$ cat src/rtl/vmst_way_feeder.sv
// Refill engine for the merge-sorter tree: round-robin picks a starving way, requests a block
// upstream, forwards the returned block one cycle later. Request holds until i_req_rdy; no backpressure toward the tree.
module vmst_way_feeder #(
    parameter int W_LOG   = 5,
    parameter int P_LOG   = 3,
    parameter int MAX_OUT = 4,
    parameter int DATW    = 64
) (
    input  logic                        CLK,
    input  logic                        RST,
    input  logic [(1<<W_LOG)-1:0]       i_emp,
    output logic [(DATW<<P_LOG)-1:0]    o_din,
    output logic                        o_dinen,
    output logic [W_LOG-1:0]            o_din_idx,
    output logic                        o_req,
    output logic [W_LOG-1:0]            o_req_idx,
    input  logic                        i_req_rdy,
    input  logic                        i_rsp_valid,
    input  logic [W_LOG-1:0]            i_rsp_idx,
    input  logic [(DATW<<P_LOG)-1:0]    i_rsp_data,
    input  logic                        i_rsp_last,
    output logic                        o_all_done,
    output logic                        o_err
);
    localparam int NW = 1 << W_LOG;
    localparam int CW = $clog2(MAX_OUT + 1);

    logic [NW-1:0]    pending, done, eligible, pend_nxt, done_nxt;
    logic [CW-1:0]    out_cnt, out_cnt_nxt;
    logic [CW:0]      inflight;
    logic [W_LOG-1:0] rr_ptr, gnt_idx, scan_idx;
    logic             gnt_vld, req_hs, rsp_ok, can_issue, req_nxt;

    always_comb begin
        req_hs    = o_req & i_req_rdy;
        // A response with nothing counted in flight would underflow the counter; treat it as a protocol error.
        rsp_ok    = i_rsp_valid & pending[i_rsp_idx] & ~done[i_rsp_idx] & ((out_cnt != '0) | req_hs);
        eligible  = i_emp & ~pending & ~done;
        // The request handshaking this cycle already counts against the in-flight limit.
        inflight  = {1'b0, out_cnt} + (CW+1)'(req_hs);
        can_issue = (~o_req | i_req_rdy) & (inflight < (CW+1)'(MAX_OUT));

        gnt_vld  = 1'b0;
        gnt_idx  = rr_ptr;
        scan_idx = rr_ptr;
        for (int i = 1; i <= NW; i++) begin
            scan_idx = rr_ptr + W_LOG'(i);
            if (can_issue && !gnt_vld && eligible[scan_idx]) begin
                gnt_vld = 1'b1;
                gnt_idx = scan_idx;
            end
        end

        // Pending drops only after o_dinen has reached the tree, so emp is current before re-arbitration.
        pend_nxt = pending;
        if (o_dinen) pend_nxt[o_din_idx] = 1'b0;
        if (gnt_vld) pend_nxt[gnt_idx] = 1'b1;

        done_nxt = done;
        if (rsp_ok && i_rsp_last) done_nxt[i_rsp_idx] = 1'b1;

        out_cnt_nxt = out_cnt + CW'(req_hs) - CW'(rsp_ok);
        req_nxt     = gnt_vld | (o_req & ~req_hs);
    end

    always_ff @(posedge CLK or posedge RST) begin
        if (RST) begin
            o_req      <= 1'b0;
            o_req_idx  <= '0;
            o_dinen    <= 1'b0;
            o_din      <= '0;
            o_din_idx  <= '0;
            o_all_done <= 1'b0;
            o_err      <= 1'b0;
            pending    <= '0;
            done       <= '0;
            out_cnt    <= '0;
            rr_ptr     <= '1;
        end else begin
            o_req <= req_nxt;
            if (gnt_vld) begin
                o_req_idx <= gnt_idx;
                rr_ptr    <= gnt_idx;
            end
            o_dinen <= rsp_ok;
            if (rsp_ok) begin
                o_din     <= i_rsp_data;
                o_din_idx <= i_rsp_idx;
            end
            pending    <= pend_nxt;
            done       <= done_nxt;
            out_cnt    <= out_cnt_nxt;
            o_err      <= o_err | (i_rsp_valid & ~rsp_ok);
            o_all_done <= o_all_done | (&done_nxt & (out_cnt_nxt == '0) & ~req_nxt);
        end
    end
endmodule
$ cat config.mk
export PLATFORM = sky130hd
export DESIGN_NAME = vmst_way_feeder
export DESIGN_NICKNAME = d
export VERILOG_FILES = /design/src/rtl/vmst_way_feeder.sv
export SDC_FILE = /design/constraint.sdc
export NUM_CORES = 1
export LEC_CHECK = 0
export ABC_AREA = 1
export BUFFER_PORTS_ARGS = -buffer_cell sky130_fd_sc_hd__buf_2
export CELL_PAD_IN_SITES_DETAIL_PLACEMENT = 0
export CELL_PAD_IN_SITES_GLOBAL_PLACEMENT = 2
export CORE_AREA = 3 3 425 427
export DETAILED_ROUTE_END_ITERATION = 10
export DIE_AREA = 0 0 428 430
export HOLD_SLACK_MARGIN = 0.02
export MAX_ROUTING_LAYER = met4
export PLACE_DENSITY = 0.49
export RECOVER_POWER = 50
export SYNTH_ARGS = -nofsm -noshare
export SYNTH_HDL_FRONTEND = slang
export SYNTH_SLANG_ARGS = --single-unit
$ cat constraint.sdc
create_clock -name CLK -period 25.4 [get_ports CLK]
set_input_delay 2.54 -clock CLK [delete_from_list [all_inputs] [get_ports CLK]]
set_output_delay 2.54 -clock CLK [all_outputs]
set_load 0.1 [all_outputs]
Yosys cells after proc, flatten, opt, wreduce, memory -nomap -nowiden. Index checks and enable logic that the tools add are counted.

Register bits: 598. Input bits: 554. Output and inout port bits: 526. Word-level logic and storage cells: 353.

$add $sub $neg: 34. $lt $le $gt $ge: 39. Muxes and demuxes: 141. Bitwise gates (word level): 27. Reduce and logical (&&, ||, !) cells: 101.

Operator list (number): 5-bit by 6-bit < comparator with 1-bit output (second input constant) (35); 1-bit binary-select mux with 5-bit select (34); 5-bit two-way mux (32); 32-bit AND (3); 32-bit two-way mux (3); 32-bit NOT (3); 5-bit adder (second input constant) (16); 1-bit two-way mux (69); 1-bit logical AND (67); 32-bit bitwise OR (2); 5-bit by 4-bit adder with 5-bit output (second input constant) (8); 32-bit AND reduction (1); 1-bit zero test (31); 5-bit by 3-bit adder with 5-bit output (second input constant) (4); 1-bit demux with 5-bit select (3); 5-bit by 1-bit greater-or-equal comparator with 1-bit output (second input constant) (3); 5-bit by 2-bit adder with 5-bit output (second input constant) (2); 1-bit AND (9); 5-bit by 1-bit adder with 5-bit output (second input constant) (1); 1-bit NOT (5); 1-bit bitwise OR (5); 3-bit by 1-bit adder with 4-bit output (1); 4-bit by 3-bit < comparator with 1-bit output (second input constant) (1); 3-bit by 1-bit adder with 3-bit output (1); other kinds (3) (3).

Depth between registers and ports, before layout.
Depth after elaboration: 137. Mapped depth: 55. Gate-level depth less buffers: 52.

Worst setup path before layout. Ideal clock, no wire load.

Path kind: in2reg. Start point: input i_req_rdy. End point: register pending[13]. Library setup time: 121 ps. Arrival: 6326 ps. Required time: 25279 ps. Setup slack: 18953 ps. Stages: 33. Path buffers: 1. Path through: nand3_1 -> o21a_1 -> nor4_2 -> o21ai_0 -> nor2_2 -> nor2_8 -> nand2_2 -> nand4_4 -> nor2_4 -> nand4_2 -> nor2_4 -> nand3_2 -> nor2_2 -> nand2_1 -> nor4_4 -> nand2_2 -> nor2_4 -> nand3_4 -> nor2_8 -> nor2_8 -> nand2_2 -> o21ai_1 -> inv_1 -> nand2_1 -> nand2_1 -> nand2_1 -> nand2_1 -> nand2_1 -> nand2_1 -> nand2_2 -> buf_4 -> nand4_1 -> nand2_1.

Word-level cells in the longest chain between the ends: 136. Elaborated cells between the ends (all ways): 170. Those cells by class: 1 x add/sub; 3 x order compare; 67 x mux; 4 x bitwise; 95 x reduce/logical.

RTL lines: start: declaration (line 17) `input logic i_req_rdy,`; 1-bit AND (line 35) `req_hs = o_req & i_req_rdy;`; 3-bit by 1-bit adder with 4-bit output (line 40) `inflight = {1'b0, out_cnt} + (CW+1)'(req_hs);`; 4-bit by 3-bit < comparator with 1-bit output (line 41) `can_issue = (~o_req | i_req_rdy) & (inflight < (CW+1)'(MAX_OUT));`; 1-bit AND * (line 41); 1-bit logical AND (line 48) `if (can_issue && !gnt_vld && eligible[scan_idx]) begin`; 1-bit two-way mux (line 48); 1-bit zero test (line 48); 1-bit logical AND (2 in a row) (line 48); [... 120 more ...]; 5-bit two-way mux (line 48); 5-bit by 6-bit < comparator with 1-bit output (not written as such) or 5-bit by 1-bit greater-or-equal comparator with 1-bit output (tied branches) (line 57) `if (gnt_vld) pend_nxt[gnt_idx] = 1'b1;`; 1-bit logical AND (not written as such) (line 57); 1-bit two-way mux (not written as such) (line 57); 1-bit demux with 5-bit select (line 57); 32-bit bitwise OR (no line); 32-bit two-way mux * (line 57); net pend_nxt[13] (line 28) `logic [NW-1:0] pending, done, eligible, pend_nxt, done_nxt;`; end signal: assignment (line 90) `pending <= pend_nxt;`; end: declaration (line 28).

The timed path passes the listed nets; every way through them passes the cells marked *. A chain may end at the register's enable or synchronous reset.

==> flow_summary.ini <==
[critical_path]
worstSetupPathType = in2async
setup.worst_path.start_class = primary input
slowest_stage = clkbuf_1
crit_chain = buf_2, clkinvlp_2, clkbuf_1
crit_family = buffers and inverters
worst-path-buf-inv = 3
arrival_ns = 11.20
crit_fanout = 136
max_stage_delay_ns = 5.84
worstSetupEndpointType = async pin
cp.required_ns = 24.12

[yosys]
synth.yosys.seq_area_share = 0.533
dominantRegCellSynth = dfrtp_1
synth_cell_types = 59
synth_top_cell_area_share = 0.528
synth_area_leaders = dfrtp_1, nand2_1, nand3_1
synth_edf_count = 0
synth.avg_cell_area_um2 = 7.67
synth_xor_area_frac = 0.00606
synth_area_um2 = 28100
syn_inst = 3664
synth_compound_area_frac = 0.0454
synth_top_family_by_area = simple AND/OR/NAND/NOR gates
synth_top_area_cell = dfrtp_1
synthAdderAreaFrac = 0.00739
synthMuxAreaShare = 0
async_reset_ff_frac = 1.00
yosys.area_share.simple = 0.356
yosys_warnings = 0
syn_nets = 4234
synth-seq-cells = 598

[drt]
m1WireLength_mm = 78.0
wl_mm = 199
routed-via-count = 28800
routed.top_layer = met4
drt_iter0_drc = 1852
postRouteAntennaNets = 0
drc = 0
met3_length_mm = 21.4
wl_met2_mm = 95.8
firstDrtPassIters = 6
wl_per_cell_um = 27.6
routed_via_density = 4.00

[sta]
finalMaxSlewViolations = 400
slew_headroom = -4.41
fin_crit_sh = 0.491
tightest_slew_ns = 8.11
fmax_mhz = 80.1
period_minus_slack_ns = 12.48
setup_viol = 0
finalHoldViolations = 0
fin_tns_setup_ns = 0
fin_hold_ws_ns = 0.473
fin_skew_ns = 0.0686
rsz0062_at_grt = false

[cts]
clock_path_buffers = 3
cts_tree = done
hold_buffers = 0
cts_sinks = 598
cts_resized = 0
path_clk_slew_ns = 0.05
cts_max_level = 3
numCtsBuffers = 84
cts_root_buf = clkbuf_16
clock_latency_ns = 0.73
cts_setup_buffers = 0

[global_routing]
grt-ovfl-total = 0
grtUsageTotal = 0.216
grt_max_degree = 154
first_global_vias = 29300
antenna_found_initial = 164
grt_pass1_wl_mm = 266

[status]
violations = capacitance limit, slew limit
status = complete, but fails checks

[die]
fp.dieW_um = 428
start_util = 0.159
die_area_um2 = 184000
rows = 154
core_area_um2 = 176000
die_h_um = 430
pin_count = 1080

[place]
io_buffers = 1079
place_inst = 6956
dp_hpwl_mm = 163
gp_congestion = 0.870
place_area_um2 = 36100

[finish]
layout-drive-gt1-share = 0.173
layout.nets = 5272
num-fill-cells = 20200
final_area_um2 = 38700
final_cell_count_no_fill = 7206
syn_to_final_growth_pct = 37.6

[job]
drv_cap = 33

[worst_hold_path]
hold_path.class = reg2reg
## cells in the mapped netlist (all sizes together), types with 14 or more instances
cell,count
a31oi,18
buf,34
clkbuf,126
dfrtp,593
ha,15
inv,216
nand2,1970
nand3,241
nand4,73
nor2,113
nor3,19
o21ai,137
xor2,14
## placed cells by master (no fill, tap or decap), types with 4 or more instances in the layout
master,Yosys,layout
o21ai_0,117,117
nand3_1,239,239
dfrtp_1,593,593
o21a_1,4,4
nor4_1,4,4
clkbuf_16,0,84
inv_1,189,187
or2_2,10,10
inv_2,26,26
o221ai_1,13,13
a21oi_1,9,9
nand3b_1,5,5
clkbuf_1,126,536
nand4_1,68,68
a221oi_1,5,5
nor2_4,6,6
a31oi_1,18,18
buf_4,6,28
clkbuf_8,0,20
nand2_2,11,11
nor3_1,18,18
clkinv_16,0,5
nand2_1,1958,1957
bufinv_16,0,11
o21ai_1,18,18
dfstp_2,5,5
buf_2,18,563
nor2_1,96,95
nor2_2,8,9
clkinv_2,0,14
ha_1,15,15
xor2_1,11,11
a22oi_1,13,13
diode_2,0,95
## stage by stage
| stage | setup slack [ns] | utilization |
|---|---|---|
| after floorplan | 6.13 | - |
| after global placement | 17.11 | 0.204 |
| after detailed placement | 17.07 | 0.204 |
| after CTS | 17.63 | 0.222 |
| after global routing | 10.99 | 0.219 |
| final | 12.92 | 0.219 |
## cells by family (layout without fill, tap and decap cells)
family	after synthesis	in the layout
flip-flops	598	598
AND/OR/NAND/NOR	2441	2441
AO/OA/AOI/OAI	216	216
buffers and inverters	377	1484
adder cells (fa/ha/maj)	16	16
other	0	95
XOR/XNOR	16	16
## final cells by class
type                    instances  area, µm²  area share
diodes                         95        238     0.00615
clock buffers                 120       2440      0.0630
clock inverters                35        603      0.0156
inverters                     217        826      0.0214
multi-input cells            2689      11700       0.302
flip-flops and latches        598      15000       0.387
well taps                    2340       2930      0.0757
repair buffers               1112       5000       0.129
## path summary, 6_finish.rpt
| check | from | to | slack, ns | depth (start not counted) |
|---|---|---|---|---|
| hold / removal | o_din[434] | o_din[434] | 0.47 | 2 |
| min in group asynchronous | RST | o_din[123] | 3.21 | 2 |
| setup / recovery | RST | o_din[508] | 12.92 | 3 |
| setup reg to reg | rr_ptr[1] | pending[24] | 17.64 | 34 |
| max in group CLK | rr_ptr[1] | pending[24] | 17.64 | 34 |
| hold reg to reg | o_din[434] | o_din[434] | 0.47 | 2 |
## state kept, by name, summed over array words and instances, names as in the netlist
register / cells
o_din: 512
done: 32
pending: 32
o_din_idx: 5
o_req_idx: 5
rr_ptr: 5
out_cnt: 3
o_all_done: 1
o_dinen: 1
o_err: 1
o_req: 1
## per-layer routing
metal	vias to the layer above	global-route usage
met4	0	0.0326
met5	-	-
li1	13800	-
met1	14000	0.238
met2	852	0.358
met3	241	0.106
## worst reg2reg max path, delay by kind of cell (launching register included)
| family | cells | cell delay (ns) |
|---|---|---|
| adder cells (fa/ha/maj) | 1 | 0.81 |
| buffers and inverters | 3 | 1.10 |
| AO/OA/AOI/OAI | 5 | 1.39 |
| AND/OR/NAND/NOR | 25 | 3.33 |
| flip-flops | 1 | 1.04 |
Power is not shown: default switching activity piles up to over one toggle a cycle in this logic, so the estimate is an artifact.
